**src/rtl/sevenseg_scan.sv**
```systemverilog
// sevenseg_scan -- four-digit multiplexed seven-segment driver (MM:SS display).
//
// The four BCD inputs are captured into a shadow register while upd is high.
// The display always scans the shadow copy, so the inputs cannot tear a frame.
// One digit is driven at a time. Each digit stays active for REFRESH_DIV
// clocks, and the scan order is 0,1,2,3. A free-running blink counter toggles a
// blink phase every BLINK_DIV clocks. While ADJ is high and the phase is 1,
// the digit pair chosen by SEL is blanked.
//
// Parameters:
//   REFRESH_DIV  clocks per digit slot (>= 2)
//   BLINK_DIV    clocks per blink-phase toggle (>= 2)
//
// Ports:
//   clk             system clock, rising edge
//   RESET           synchronous active-high reset
//   d3,d2,d1,d0     BCD digits (minutes tens .. seconds units)
//   upd             load strobe for the shadow digits
//   ADJ             adjust mode, enables blinking of the selected pair
//   SEL             pair select: 0 = seconds (d1:d0), 1 = minutes (d3:d2)
//   seg[6:0]        cathodes {g,f,e,d,c,b,a}, active-low
//   dp              decimal point, active-low, lit in the digit-2 slot
//   an[3:0]         anode enables, active-low, an[i] drives digit i
//
// Optional feature macro: SEVENSEG_LEADING_ZERO_BLANK_EN
//   When this macro is defined, digit 3 is blanked whenever the latched d3 is 0.
//
// Blanking gates only the anodes. seg and dp keep their decoded values, and
// with every anode off those values have no visible effect.

module sevenseg_scan #(
  parameter int REFRESH_DIV = 100000,
  parameter int BLINK_DIV   = 25000000
) (
  input  logic       clk,
  input  logic       RESET,
  input  logic [3:0] d3,
  input  logic [3:0] d2,
  input  logic [3:0] d1,
  input  logic [3:0] d0,
  input  logic       upd,
  input  logic       ADJ,
  input  logic       SEL,
  output logic [6:0] seg,
  output logic       dp,
  output logic [3:0] an
);

  localparam int RW = $clog2(REFRESH_DIV);
  localparam int BW = $clog2(BLINK_DIV);
  localparam logic [RW-1:0] R_MAX = RW'(REFRESH_DIV - 1);
  localparam logic [BW-1:0] B_MAX = BW'(BLINK_DIV - 1);

  logic [RW-1:0]     r_rcnt;
  logic [BW-1:0]     r_bcnt;
  logic              r_phase;
  logic [1:0]        r_idx;
  logic [3:0][3:0]   r_dig;
  logic [6:0]        r_seg;
  logic              r_dp;
  logic [3:0]        r_an;

  logic [3:0]        w_cur;
  logic [6:0]        w_seg;
  logic              w_in_pair;
  logic              w_blank;
  logic [3:0]        w_an;

  // Decode the shadow digit selected by the current scan index.
  always_comb begin
    w_cur = r_dig[r_idx];
    case (w_cur)
      4'd0:    w_seg = 7'h40;
      4'd1:    w_seg = 7'h79;
      4'd2:    w_seg = 7'h24;
      4'd3:    w_seg = 7'h30;
      4'd4:    w_seg = 7'h19;
      4'd5:    w_seg = 7'h12;
      4'd6:    w_seg = 7'h02;
      4'd7:    w_seg = 7'h78;
      4'd8:    w_seg = 7'h00;
      4'd9:    w_seg = 7'h10;
      default: w_seg = 7'h3F;  // non-BCD shows a dash
    endcase
  end

  // Digits 2/3 form the minutes pair and digits 0/1 form the seconds pair.
  // idx[1] tells the two pairs apart.
  assign w_in_pair = SEL ? r_idx[1] : ~r_idx[1];

`ifdef SEVENSEG_LEADING_ZERO_BLANK_EN
  assign w_blank = (ADJ & r_phase & w_in_pair) |
                   ((r_idx == 2'd3) && (r_dig[3] == 4'd0));
`else
  assign w_blank = ADJ & r_phase & w_in_pair;
`endif

  assign w_an = w_blank ? 4'b1111 : ~(4'b0001 << r_idx);

  always_ff @(posedge clk) begin
    if (RESET) begin
      r_rcnt  <= '0;
      r_bcnt  <= '0;
      r_phase <= 1'b0;
      r_idx   <= 2'd0;
      r_dig   <= '0;
      r_seg   <= 7'h7F;
      r_dp    <= 1'b1;
      r_an    <= 4'b1111;
    end else begin
      // Outputs reflect the scan index and shadow digits from before this edge.
      r_seg <= w_seg;
      r_an  <= w_an;
      r_dp  <= (r_idx != 2'd2);

      if (r_rcnt == R_MAX) begin
        r_rcnt <= '0;
        r_idx  <= r_idx + 2'd1;
      end else begin
        r_rcnt <= r_rcnt + 1'b1;
      end

      if (r_bcnt == B_MAX) begin
        r_bcnt  <= '0;
        r_phase <= ~r_phase;
      end else begin
        r_bcnt <= r_bcnt + 1'b1;
      end

      if (upd) begin
        r_dig <= {d3, d2, d1, d0};
      end
    end
  end

  assign seg = r_seg;
  assign dp  = r_dp;
  assign an  = r_an;

endmodule

```
**config.mk**
```make
export PLATFORM = sky130hd
export DESIGN_NAME = sevenseg_scan
export DESIGN_NICKNAME = d
export VERILOG_FILES = /design/src/rtl/sevenseg_scan.sv
export SDC_FILE = /design/constraint.sdc
export NUM_CORES = 1
export LEC_CHECK = 0
export CAP_MARGIN = 10
export CORE_AREA = 2 2 79 81
export CTS_CLUSTER_DIAMETER = 30
export DETAILED_ROUTE_END_ITERATION = 6
export DIE_AREA = 0 0 81 83
export PLACE_DENSITY = 0.77
export SLEW_MARGIN = 20
export SYNTH_ARGS = -nofsm -noshare
export SYNTH_HDL_FRONTEND = slang
export SYNTH_SLANG_ARGS = --single-unit
```
**constraint.sdc**
```tcl
create_clock -name clk -period 2.68 [get_ports clk]
set_input_delay 0.268 -clock clk [delete_from_list [all_inputs] [get_ports clk]]
set_output_delay 0.268 -clock clk [all_outputs]
set_load 0.02 [all_outputs]
```
==> results.yml, run 1 <==
placed_design:
  finalWeightedCongestion: 0.8093
  pre_cts_slack_ns: 0.5110
  buffer_ports.inserted: 32
  dp_hpwl_um: 4117
synth:
  synth-seq-area-share: 0.4538
  ys_seq_elements: 73
  synth.avg_cell_area_um2: 9.228
  synth_ff_type: "sky130_fd_sc_hd__dfxtp_1"
  syn-num-nets: 382
  postSynth.asyncResetShare: 0
  netlist_instances: 349
  synth_area_um2: 3221
  synth_enable_flop_cells: 0
  synth_warnings: 0
  synth.distinct_cells: 37
clock_network:
  clk_pin_slew_worst_setup_hold_paths_ns: 0.08
  clkSinkCount: 73
  clockRootBuffer: "sky130_fd_sc_hd__clkbuf_8"
  skew_pair_late_insertion_delay_ns: 0.34
  ctsLongestPathBuffers: 2
  cts.repair.resized: 0
  cts_htree_levels: 3
  cts_tree: "built"
  post_cts_hold_buffer_count: 0
  cts_setup_buffers: 0
  number_of_cts_inserted_buffers: 9
drt:
  drcViolationCount: 0
  detail_route.wirelength_um: 5931
  via_count: 2485
  viasPerCell: 5.438
  routedWlPerCell_um: 12.98
  detail_route.iter0.violations: 121
  detailedRoute.firstPassIterationCount: 4
  drt.antenna.violating_nets: 0
global_routing:
  gr-max-usage-layer: "met2"
  met1_track_utilization_from_global_routing: 0.2419
  global_route.usage.total: 0.1878
  grt_max_degree: 26
  wire_length_of_the_first_global_routing_pass_um: 10020
  antenna_found_initial: 0
  grt_pass1_vias: 2325
  grt.met2_usage: 0.2990
  groute.layer.met3.usage: 0.05978
  total_overflow_reported_by_the_global_router: 0
setup_path:
  worst-setup-path-type: "flop to flop"
  timing.critical_path.fanout_max: 11
  worstPathArrival_ns: 2.40
  setup.worst_path.end_class: "flop"
  element_type_at_the_critical_path_start: "flop"
  required_ns: 2.89
sta:
  timing.clock.skew_ns: 0.01233
  final.min_clock_period_ns: 2.184
  setup_total_negative_slack_ns: 0
  clock.fmax_ghz: 0.4579
  timing.final.setup_violations: 0
  fin_ws_ns: 0.4960
  finalCritPeriodShare: 0.8149
  finalHoldViolations: 0
  timing_max_transition_violations_final: 0
  max-slew-margin-rel: 0.6003
  tightest_slew_ns: 0.5979
  unrepaired_setup_endpoints_after_global_routing: "false"
final_layout:
  final_net_count: 410
  area_occupied_by_multi_input_gates_um2: 1654
  antennaDiodeCount: 0
  n_fill_cell: 502
  areaGrowthSynthToFinish_pct: 18.18
  final_common_cell: "sky130_fd_sc_hd__dfxtp_1"
  most-common-layout-cells: "73 x sky130_fd_sc_hd__dfxtp_1, 51 x sky130_fd_sc_hd__nor2_1, 32 x sky130_fd_sc_hd__clkdlybuf4s50_1"
  regArea_um2: 1461
  post_route_cells_drive_above_1_share: 0.07330
floorplan:
  io-pin-count: 33
  die_area_um2: 6723
  fp.dieH_um: 83
  floorplan.core_area_um2: 5816
  die_w_um: 81
  std_cell_rows: 28
  initial_standard_cell_utilization_of_the_core: 0.5538
power:
  ir_worst_vdd_uv: 350.5
  net_switching_mw: 0.5010
  clock_power_share: 0.426
  sw_frac_of_total: 0.2222
  cellLeakagePower_nw: 1.412
  combPwrFrac: 0.072
  power.internal_mw: 1.754
  share_seq_of_total_power: 0.503
  powerDensity_nw_per_um2: 592.4
run_status:
  outcome: "completed"
worst_hold_path:
  hold_path.class: "flop to flop"
job:
  drv_cap: 0
final timing paths:
check | startpoint | end | slack (ns) | cells past startpoint
worst max register to register | r_idx[0] | seg[0] | 0.50 | 4
worst min-delay path | r_rcnt[0] | r_rcnt[0] | 0.44 | 1
worst min register to register | r_rcnt[0] | r_rcnt[0] | 0.44 | 1
worst max-delay path | r_idx[0] | seg[0] | 0.50 | 4
Yosys cell counts, types with 2 or more instances:
| master | n | area share |
|---|---|---|
| sky130_fd_sc_hd__nand2_1 | 19 | 0.022 |
| sky130_fd_sc_hd__nor2_1 | 51 | 0.059 |
| sky130_fd_sc_hd__inv_1 | 9 | 0.010 |
| sky130_fd_sc_hd__nand3_1 | 11 | 0.017 |
| sky130_fd_sc_hd__and3_2 | 2 | 0.0047 |
| sky130_fd_sc_hd__xnor2_1 | 16 | 0.044 |
| sky130_fd_sc_hd__nor4_1 | 4 | 0.0078 |
| sky130_fd_sc_hd__buf_4 | 2 | 0.0047 |
| sky130_fd_sc_hd__and3_1 | 7 | 0.014 |
| sky130_fd_sc_hd__dfxtp_1 | 73 | 0.45 |
| sky130_fd_sc_hd__a21oi_1 | 20 | 0.031 |
| sky130_fd_sc_hd__o21ai_0 | 17 | 0.026 |
| sky130_fd_sc_hd__xor2_1 | 10 | 0.027 |
| sky130_fd_sc_hd__ha_1 | 12 | 0.047 |
| sky130_fd_sc_hd__clkbuf_1 | 15 | 0.017 |
| sky130_fd_sc_hd__nand4_1 | 15 | 0.029 |
| sky130_fd_sc_hd__nand2b_1 | 4 | 0.0078 |
| sky130_fd_sc_hd__mux4_2 | 4 | 0.028 |
| sky130_fd_sc_hd__nand4b_1 | 2 | 0.0054 |
| sky130_fd_sc_hd__or3_1 | 12 | 0.023 |
| sky130_fd_sc_hd__and4_1 | 5 | 0.014 |
| sky130_fd_sc_hd__nor3_1 | 3 | 0.0047 |
| sky130_fd_sc_hd__mux2i_1 | 17 | 0.053 |
| sky130_fd_sc_hd__o31ai_1 | 3 | 0.0070 |
| sky130_fd_sc_hd__or4_1 | 4 | 0.0093 |
metrics by stage:
stage               std cells  hold WS (ns)  area [um2]    util  power, mW
floorplan                 349        0.4129        3221       -      1.252
global placement          441        0.4220        3578  0.6153      1.317
detailed placement        441        0.4312        3578  0.6153      1.321
CTS                       457        0.4440        3806  0.6545      2.276
global route              457        0.4688        3806  0.6545      2.351
finish                    457        0.4375        3806  0.6545      2.255
critical path, cell delays in order (launching register included):
cell,delay [ns]
sky130_fd_sc_hd__dfxtp_1,0.58
sky130_fd_sc_hd__mux4_2,0.68
sky130_fd_sc_hd__or2_2,0.32
sky130_fd_sc_hd__a21oi_1,0.32
sky130_fd_sc_hd__o21ai_0,0.14
state kept, by name, summed over array words and instances (netlist names):
name     flops
an           4
r_dig       16
r_rcnt      17
dp           1
r_bcnt      25
r_idx        2
r_phase      1
seg          7
power groups by stage:
| stage | Combinational, mW | Sequential, mW | Clock, mW |
|---|---|---|---|
| 5_1_grt | 0.179 | 1.14 | 1.03 |
| 2_1_floorplan | 0.0834 | 1.17 | 0 |
| 3_3_place_gp | 0.159 | 1.16 | 0 |
| 4_1_cts | 0.163 | 1.13 | 0.980 |
| 6_report | 0.162 | 1.13 | 0.960 |
| 3_5_place_dp | 0.163 | 1.16 | 0 |
cell type report:
type | count | share of cell area
clock buffers | 10 | 0.03616
clock inverters | 6 | 0.02367
inverters | 9 | 0.008876
multi-input cells | 250 | 0.4346
flip-flops and latches | 73 | 0.3840
well taps | 75 | 0.02465
repair buffers | 34 | 0.08810
cells by family (layout without fill, tap and decap cells):
logic type | count (synthesis) | after routing | share of synthesized area
AO/OA/AOI/OAI | 45 | 45 | 0.07965
buffers and inverters | 26 | 59 | 0.03263
flip-flops | 73 | 73 | 0.4538
XOR/XNOR | 26 | 26 | 0.07070
adder cells (fa/ha/maj) | 12 | 12 | 0.04662
AND/OR/NAND/NOR | 146 | 146 | 0.2358
multiplexers | 21 | 21 | 0.08081
routing by layer:
metal	vias to the layer above	wire length, um
met5	-	0
met4	0	72
met3	8	201
met2	39	2796
met1	1159	2860
li1	1279	-
No activity file was read; power rests on OpenSTA's default activity.
==> run 2, diff against run 1 <==
--- a/config.mk
+++ b/config.mk
@@ -6,11 +6,11 @@
 export NUM_CORES = 1
 export LEC_CHECK = 0
 export CAP_MARGIN = 10
-export CORE_AREA = 2 2 79 81
+export CORE_AREA = 2 2 83 85
 export CTS_CLUSTER_DIAMETER = 30
 export DETAILED_ROUTE_END_ITERATION = 6
-export DIE_AREA = 0 0 81 83
-export PLACE_DENSITY = 0.77
+export DIE_AREA = 0 0 85 87
+export PLACE_DENSITY = 0.73
 export SLEW_MARGIN = 20
 export SYNTH_ARGS = -nofsm -noshare
 export SYNTH_HDL_FRONTEND = slang
==> constraint.sdc (replaced) <==
create_clock -name clk -period 1.8 [get_ports clk]
set_input_delay 0.18 -clock clk [delete_from_list [all_inputs] [get_ports clk]]
set_output_delay 0.18 -clock clk [all_outputs]
set_load 0.02 [all_outputs]
==> results.yml, run 2 (same netlist as run 1, synthesis figures left out) <==
final_layout:
  regArea_um2: 1468
  number_of_flip_flops_in_the_largest_register: 25
  post_route_cells_drive_above_1_share: 0.1601
  areaGrowthSynthToFinish_pct: 26.38
  most-common-layout-cells: "70 x sky130_fd_sc_hd__dfxtp_1, 48 x sky130_fd_sc_hd__nor2_1, 32 x sky130_fd_sc_hd__clkdlybuf4s50_1"
  area_occupied_by_multi_input_gates_um2: 1702
  final_common_cell: "sky130_fd_sc_hd__dfxtp_1"
  n_fill_cell: 554
  regMostFlops: "r_bcnt"
  final_net_count: 434
  largestRegisters: "r_bcnt: 25 flops, r_rcnt: 17 flops, r_dig: 16 flops"
  antennaDiodeCount: 0
global_routing:
  global_route.usage.total: 0.1887
  total_overflow_reported_by_the_global_router: 0
  grt_pass1_vias: 2492
  wire_length_of_the_first_global_routing_pass_um: 11160
  antenna_found_initial: 0
  grt_max_degree: 26
drt:
  detail_route.wirelength_um: 6786
  viasPerCell: 5.440
  drt.antenna.violating_nets: 0
  via_count: 2644
  drcViolationCount: 0
  detail_route.iter0.violations: 137
  detailedRoute.firstPassIterationCount: 4
  routedWlPerCell_um: 13.96
setup_path:
  required_ns: 2.05
  worstPathArrival_ns: 2.12
  element_type_at_the_critical_path_start: "flop"
  setup.worst_path.end_class: "flop"
  crit_path_max_incr_delay_ns: 0.51
  slowest_library_cell_on_the_worst_path: "sky130_fd_sc_hd__or4_4"
  timing.critical_path.fanout_max: 6
  cp_common_cell: "sky130_fd_sc_hd__or4_4"
  worst-setup-path-type: "flop to flop"
  timing.critical_path.cells: "or4_4 > or4_4 > o21bai_4 > clkbuf_16 > nor2_2"
sta:
  max-slew-margin-rel: 0.7520
  tightest_slew_ns: 0.3685
  timing_max_transition_violations_final: 0
  final.min_clock_period_ns: 1.869
  unrepaired_setup_endpoints_after_global_routing: "true"
  timing.clock.skew_ns: 0.007584
  finalHoldViolations: 0
  finalCritPeriodShare: 1.039
  timing.final.setup_violations: 26
  setup_total_negative_slack_ns: -1.064
  clock.fmax_ghz: 0.5349
  fin_ws_ns: -0.06939
floorplan:
  fp.dieH_um: 87
  floorplan.core_area_um2: 6569
  die_w_um: 85
  io-pin-count: 33
  std_cell_rows: 30
  die_area_um2: 7395
  initial_standard_cell_utilization_of_the_core: 0.4903
clock_network:
  clk_pin_slew_worst_setup_hold_paths_ns: 0.08
  cts_tree: "built"
  skew_pair_late_insertion_delay_ns: 0.36
  post_cts_hold_buffer_count: 0
  clkSinkCount: 73
  number_of_cts_inserted_buffers: 9
  ctsLongestPathBuffers: 2
  cts_htree_levels: 3
  clockRootBuffer: "sky130_fd_sc_hd__clkbuf_8"
worst_hold_path:
  hold_path.class: "input port to flop"
job:
  drv_cap: 0
placed_design:
  finalWeightedCongestion: 0.7831
  buffer_ports.inserted: 32
  dp_hpwl_um: 4657
  pre_cts_slack_ns: -0.06259
power:
  powerDensity_nw_per_um2: 809.5
  cellLeakagePower_nw: 1.536
  ir_worst_vdd_uv: 569.1
run_status:
  outcome: "finished with violations"
  failing_checks: "setup timing"
==> run 2: report_power, final <==
group / leakage [nW] / total (mW) / switching (mW) / internal, mW
sequential: 0.597 / 1.68 / 0.0231 / 1.66
combinational: 0.840 / 0.291 / 0.135 / 0.156
clock: 0.0985 / 1.32 / 0.640 / 0.679
==> run 2: repair_timing <==
item                       4_1_cts  5_1_grt
buffers inserted                 0        1
setup endpoints to repair        7       30
cloned                           0        2
resized for setup                3       13
pin swaps                        0        8
==> run 2: area by class of cell <==
type                            count  share of cell area
Multi-Input combinational cell    250              0.4181
Sequential cell                    73              0.3606
Timing Repair Buffer               58              0.1380
Clock buffer                       10             0.03381
Tap cell                           80             0.02459
Clock inverter                      6             0.01660
Inverter                            9            0.008300
==> run 2: per-stage QoR <==
stage / instance area, um2 / instances / util / hold WS [ns] / power [mW]
after floorplan: 3228 / 349 / - / 0.3269 / 1.865
after global placement: 3771 / 467 / 0.5741 / 0.4209 / 1.986
after detailed placement: 3771 / 467 / 0.5741 / 0.4367 / 1.996
after CTS: 3990 / 483 / 0.6074 / 0.4283 / 3.301
after global routing: 4070 / 486 / 0.6196 / 0.4498 / 3.422
final: 4070 / 486 / 0.6196 / 0.4301 / 3.295
==> run 2: path summary, 6_finish.rpt <==
check	start	to	slack [ns]	depth (start not counted)
setup / recovery	r_bcnt[15]	r_bcnt[15]	-0.07	5
hold reg to reg	r_rcnt[0]	r_rcnt[0]	0.45	1
hold / removal	d1[2]	r_dig[6]	0.43	3
setup reg to reg	r_bcnt[15]	r_bcnt[15]	-0.07	5
==> run 2: metal layers <==
metal  up-vias  part of all wire  GRT usage
met5         -                 0          0
met4         0             0.018    0.09524
met3        12             0.032    0.03223
met2        35              0.48     0.3104
met1      1263              0.47     0.2395
li1       1334                 -          -
==> run 2: worst max-delay path, delay by kind of cell, from the launching register on <==
kind	cells	cell delay [ns]
AOI/OAI and AO/OA	1	0.24
buffers and inverters	1	0.21
DFF	1	0.32
and+or+nand+nor	3	1.00
==> run 3, diff against run 2 <==
--- a/config.mk
+++ b/config.mk
@@ -6,10 +6,12 @@
 export NUM_CORES = 1
 export LEC_CHECK = 0
 export CAP_MARGIN = 10
-export CORE_AREA = 2 2 83 85
+export CELL_PAD_IN_SITES_DETAIL_PLACEMENT = 0
+export CELL_PAD_IN_SITES_GLOBAL_PLACEMENT = 1
+export CORE_AREA = 2 2 94 96
 export CTS_CLUSTER_DIAMETER = 30
 export DETAILED_ROUTE_END_ITERATION = 6
-export DIE_AREA = 0 0 85 87
+export DIE_AREA = 0 0 96 98
 export PLACE_DENSITY = 0.73
 export SLEW_MARGIN = 20
 export SYNTH_ARGS = -nofsm -noshare
==> results.yml, run 3 (same netlist as run 1, synthesis figures left out) <==
sta:
  worst_hold_slack_ns: 0.4426
  finalCritPeriodShare: 1.029
  finalHoldViolations: 0
  timing.final.setup_violations: 1
  clock.fmax_ghz: 0.5397
  tightest_slew_ns: 0.3937
  final.min_clock_period_ns: 1.853
  timing_max_transition_violations_final: 0
  timing.clock.skew_ns: 0.008598
  fin_ws_ns: -0.05304
  max-slew-margin-rel: 0.7351
  unrepaired_setup_endpoints_after_global_routing: "true"
final_layout:
  antennaDiodeCount: 0
  areaGrowthSynthToFinish_pct: 26.73
  post_route_cells_drive_above_1_share: 0.1429
  largestRegisters: "r_bcnt: 25 flops, r_rcnt: 17 flops, r_dig: 16 flops"
  regMostFlops: "r_bcnt"
  most-common-layout-cells: "72 x sky130_fd_sc_hd__dfxtp_1, 51 x sky130_fd_sc_hd__nor2_1, 32 x sky130_fd_sc_hd__clkdlybuf4s50_1"
  final_net_count: 434
  n_fill_cell: 827
  number_of_flip_flops_in_the_largest_register: 25
  final_common_cell: "sky130_fd_sc_hd__dfxtp_1"
clock_network:
  clkSinkCount: 73
  cts_tree: "built"
  skew_pair_late_insertion_delay_ns: 0.35
  post_cts_hold_buffer_count: 0
  clk_pin_slew_worst_setup_hold_paths_ns: 0.08
  number_of_cts_inserted_buffers: 9
  clockRootBuffer: "sky130_fd_sc_hd__clkbuf_8"
  ctsLongestPathBuffers: 2
  cts_htree_levels: 3
run_status:
  outcome: "finished with violations"
  failing_checks: "setup timing"
floorplan:
  fp.dieH_um: 98
  io-pin-count: 33
  initial_standard_cell_utilization_of_the_core: 0.3804
  die_area_um2: 9408
  floorplan.core_area_um2: 8466
  std_cell_rows: 34
  die_w_um: 96
worst_hold_path:
  hold_path.class: "flop to flop"
global_routing:
  grt_pass1_vias: 2474
  global_route.usage.total: 0.1506
  antenna_found_initial: 0
  grt_max_degree: 26
  wire_length_of_the_first_global_routing_pass_um: 11120
  total_overflow_reported_by_the_global_router: 0
drt:
  via_count: 2569
  routedWlPerCell_um: 12.46
  detail_route.wirelength_um: 6405
  detail_route.iter0.violations: 81
  detailedRoute.firstPassIterationCount: 4
  drt.antenna.violating_nets: 0
  drcViolationCount: 0
  viasPerCell: 4.998
power:
  ir_worst_vdd_uv: 482.2
  powerDensity_nw_per_um2: 831.1
  total_power_mw: 3.392
  cellLeakagePower_nw: 1.542
setup_path:
  timing.critical_path.fanout_max: 3
  worstPathArrival_ns: 2.13
  setup.worst_path.end_class: "flop"
  required_ns: 2.08
  element_type_at_the_critical_path_start: "flop"
  worst-setup-path-type: "flop to flop"
placed_design:
  buffer_ports.inserted: 32
  finalWeightedCongestion: 0.8000
  pre_cts_slack_ns: -0.02610
  dp_hpwl_um: 4659
job:
  drv_cap: 0
[run 3: stage by stage]
| stage | instance area (um2) | TNS (ns) | utilization | instances |
|---|---|---|---|---|
| after floorplan | 3228 | -0.01311 | - | 349 |
| after global placement | 3821 | -0.09574 | 0.4514 | 497 |
| after detailed placement | 3821 | -0.1096 | 0.4514 | 497 |
| after CTS | 4048 | -0.03622 | 0.4781 | 513 |
| after global routing | 4081 | -1.016 | 0.4821 | 514 |
| final | 4081 | -0.05304 | 0.4821 | 514 |
[run 3: path summary, 6_finish.rpt]
check                   end  cells after the start  startpoint  slack, ns
hold / removal    r_rcnt[0]                      1   r_rcnt[0]       0.44
setup reg to reg    r_phase                      4  r_bcnt[15]      -0.05
setup / recovery    r_phase                      4  r_bcnt[15]      -0.05
hold reg to reg   r_rcnt[0]                      1   r_rcnt[0]       0.44
[run 3: worst max-delay path: stages, from the launching register on]
cell and delay [ns]:
sky130_fd_sc_hd__dfxtp_1 0.32, sky130_fd_sc_hd__or4_1 0.51, sky130_fd_sc_hd__or4_4 0.45, sky130_fd_sc_hd__or3_4 0.38, sky130_fd_sc_hd__a21oi_2 0.13
[run 3: area by class of cell]
type | count | area (um2) | share of cell area
Clock inverter | 7 | 101.3 | 0.02483
Clock buffer | 9 | 123.9 | 0.03035
Multi-Input combinational cell | 250 | 1682 | 0.4120
Timing Repair Buffer | 58 | 540.5 | 0.1324
Sequential cell | 73 | 1465 | 0.3590
Tap cell | 108 | 135.1 | 0.03311
Inverter | 9 | 33.78 | 0.008277
[run 3: layer usage]
metal  up-vias  routed length, um  track usage
met5         -                  0            0
met4         0                 70      0.03956
met3         4                185      0.05324
met2        30               2931       0.2366
met1      1213               3217       0.1957
li1       1322                  -            -
[run 3: power by group]
part | internal, mW | switching (mW)
sequential | 1.66 | 0.0223
clock | 0.792 | 0.642
combinational | 0.149 | 0.127
[run 3: what timing repair did]
action / CTS / global route
resized for setup: 1 / 6
setup endpoints to repair: 5 / 31
buffers inserted: 0 / 1
cloned: 0 / 0
==> RTL edit, RTL diff (config.mk and constraints of run 3) <==
Register the inputs `d2`, `d1`, `upd` and `SEL` before use, without a reset. The logic sees them one clock later. The other inputs are not delayed to match.
--- a/src/rtl/sevenseg_scan.sv
+++ b/src/rtl/sevenseg_scan.sv
@@ -52,4 +52,16 @@
   localparam logic [BW-1:0] B_MAX = BW'(BLINK_DIV - 1);
 
+  logic [3:0] d2_q;
+  logic [3:0] d1_q;
+  logic upd_q;
+  logic SEL_q;
+
+  always_ff @(posedge clk) begin
+    d2_q  <= d2;
+    d1_q  <= d1;
+    upd_q <= upd;
+    SEL_q <= SEL;
+  end
+
   logic [RW-1:0]     r_rcnt;
   logic [BW-1:0]     r_bcnt;
@@ -87,5 +99,5 @@
   // Digits 2/3 form the minutes pair and digits 0/1 form the seconds pair.
   // idx[1] tells the two pairs apart.
-  assign w_in_pair = SEL ? r_idx[1] : ~r_idx[1];
+  assign w_in_pair = SEL_q ? r_idx[1] : ~r_idx[1];
 
 `ifdef SEVENSEG_LEADING_ZERO_BLANK_EN
@@ -128,6 +140,6 @@
       end
 
-      if (upd) begin
-        r_dig <= {d3, d2, d1, d0};
+      if (upd_q) begin
+        r_dig <= {d3, d2_q, d1_q, d0};
       end
     end
Behaviour: not the same (Yosys sat finds a counterexample within 4 cycles, from zero or initial values and one cycle with RESET high).
==> RTL edit against run 3 <==
Sequential cell count is 10 higher; count of clock-buffer cells in the layout stayed put; worst setup slack better by 0.088 ns; worst hold slack worse by 0.18 ns; non-clock buffer count is 18 higher; wire length is 5.7% higher; maximum frequency is 5.0% higher; design area is 8.9% higher; highest routed layer unchanged; total power is 1.4% higher; area after synthesis is 6.7% higher.
==> RTL edit: results <==
set metrics [dict create \
    status "completed" \
    preCtsSetupSlack_ns -0.02706 \
    wire_per_inst_um 12.49 \
    first_global_vias 2587 \
    met2_length_um 3291 \
    synthMuxAreaShare_pct 7.575 \
    clkTransAtPathRegs_ns 0.09 \
    n_fill_cell 787 \
    synth_xor_area_share_pct 6.373 \
    synth_cell_types 42 \
    min-delay-start "d1[1]" \
    p_leak_nw 1.666 \
    wl_met1_um 3234 \
    drive_above_1_share_pct 21.66 \
    fin_cells 542 \
    dp_hpwl_um 4895 \
    hold_class "in -> reg" \
    groute.layer.met1.usage_pct 20.89 \
    max_slew_margin_pct 75.63 \
    crit_path_max_fanout 6 \
    reg2reg_from "r_bcnt[1]" \
    drtIter0Drc 94 \
    synth_compound_area_share_pct 7.647 \
    grt_max_degree 17 \
    ys_seq_area_share_pct 48.36 \
    syn-num-nets 391 \
    placed_cell_area_um2 4144 \
    dr_wl_met3_um 200 \
    max-vdd-ir-drop_mv 0.5108 \
    clk_latency_ns 0.35 \
    grt_pass1_wl_um 11830 \
    vias_per_cell 4.948 \
    synth_top_family_by_area "simple AND/OR/NAND/NOR gates" \
    synth_adder_area_share_pct 4.370 \
    grtUsageTotal_pct 15.96 \
    design_area_um2 4443 \
    finalNetCount 462 \
    placed_cells 518 \
    finClkSkew_ns 0.01073 \
    arrival_ns 2.05 \
    gp_congestion 0.7537 \
    crit_slowest_cell "or4_4" \
    grt_use_met2_pct 25.43 \
    syn_avg_cell_area_um2 9.597 \
    slowest_delay_ns 0.56 \
    grt.met3_usage_pct 4.861 \
    ys_top_cells_by_area "dfxtp_1 48%, nor2_1 5.4%, mux2i_1 5.0%, ha_1 4.4%, xnor2_1 3.8%" \
]
-- RTL edit: changes by cell type after synthesis, sizes merged, moves of 3 or more --
| cell | run 3 | this run |
|---|---|---|
| inv | 9 | 12 |
| or4 | 5 | 9 |
| dfxtp | 73 | 83 |
| or2 | 1 | 4 |
| clkbuf | 15 | 10 |
| and3 | 9 | 3 |
| o31ai | 3 | 6 |
| nand3 | 11 | 16 |
| nand4 | 15 | 11 |
| buf | 2 | 6 |
-- RTL edit: worst paths after layout --
path / to / slack (ns) / cells past startpoint
setup / recovery: r_bcnt[18] / 0.04 / 6
hold / removal: d1_q[1] / 0.26 / 1
setup reg to reg: r_bcnt[18] / 0.04 / 6
hold reg to reg: r_dig[9] / 0.47 / 2
-- RTL edit: where the power goes --
group          leakage [nW]  internal, mW  total, mW  switching, mW
Clock                0.0868         0.520       1.24          0.716
Sequential            0.686          1.89       1.92         0.0300
Combinational         0.893         0.154      0.284          0.131
Total                  1.67          2.56       3.44          0.877
-- RTL edit: what timing repair did --
action                     4_1_cts  5_1_grt
setup endpoints to repair        5       31
pin swaps                        1        9
hold buffers                     0        0
resized for setup                5       17
buffers inserted                 3        5
-- RTL edit: cell type report --
| class | instances | area (um2) | area share (%) |
|---|---|---|---|
| clock inverters | 7 | 58.81 | 1.324 |
| repair buffers | 76 | 674.4 | 15.18 |
| flip-flops and latches | 83 | 1689 | 38.02 |
| multi-input cells | 247 | 1717 | 38.64 |
| well taps | 108 | 135.1 | 3.041 |
| inverters | 12 | 45.04 | 1.014 |
| clock buffers | 9 | 123.9 | 2.788 |
-- RTL edit: cell families after synthesis --
family | Yosys count
buffers and inverters | 28
flip-flops | 83
XOR/XNOR | 25
AO/OA/AOI/OAI | 47
multiplexers | 21
adder cells (fa/ha/maj) | 12
AND/OR/NAND/NOR | 142
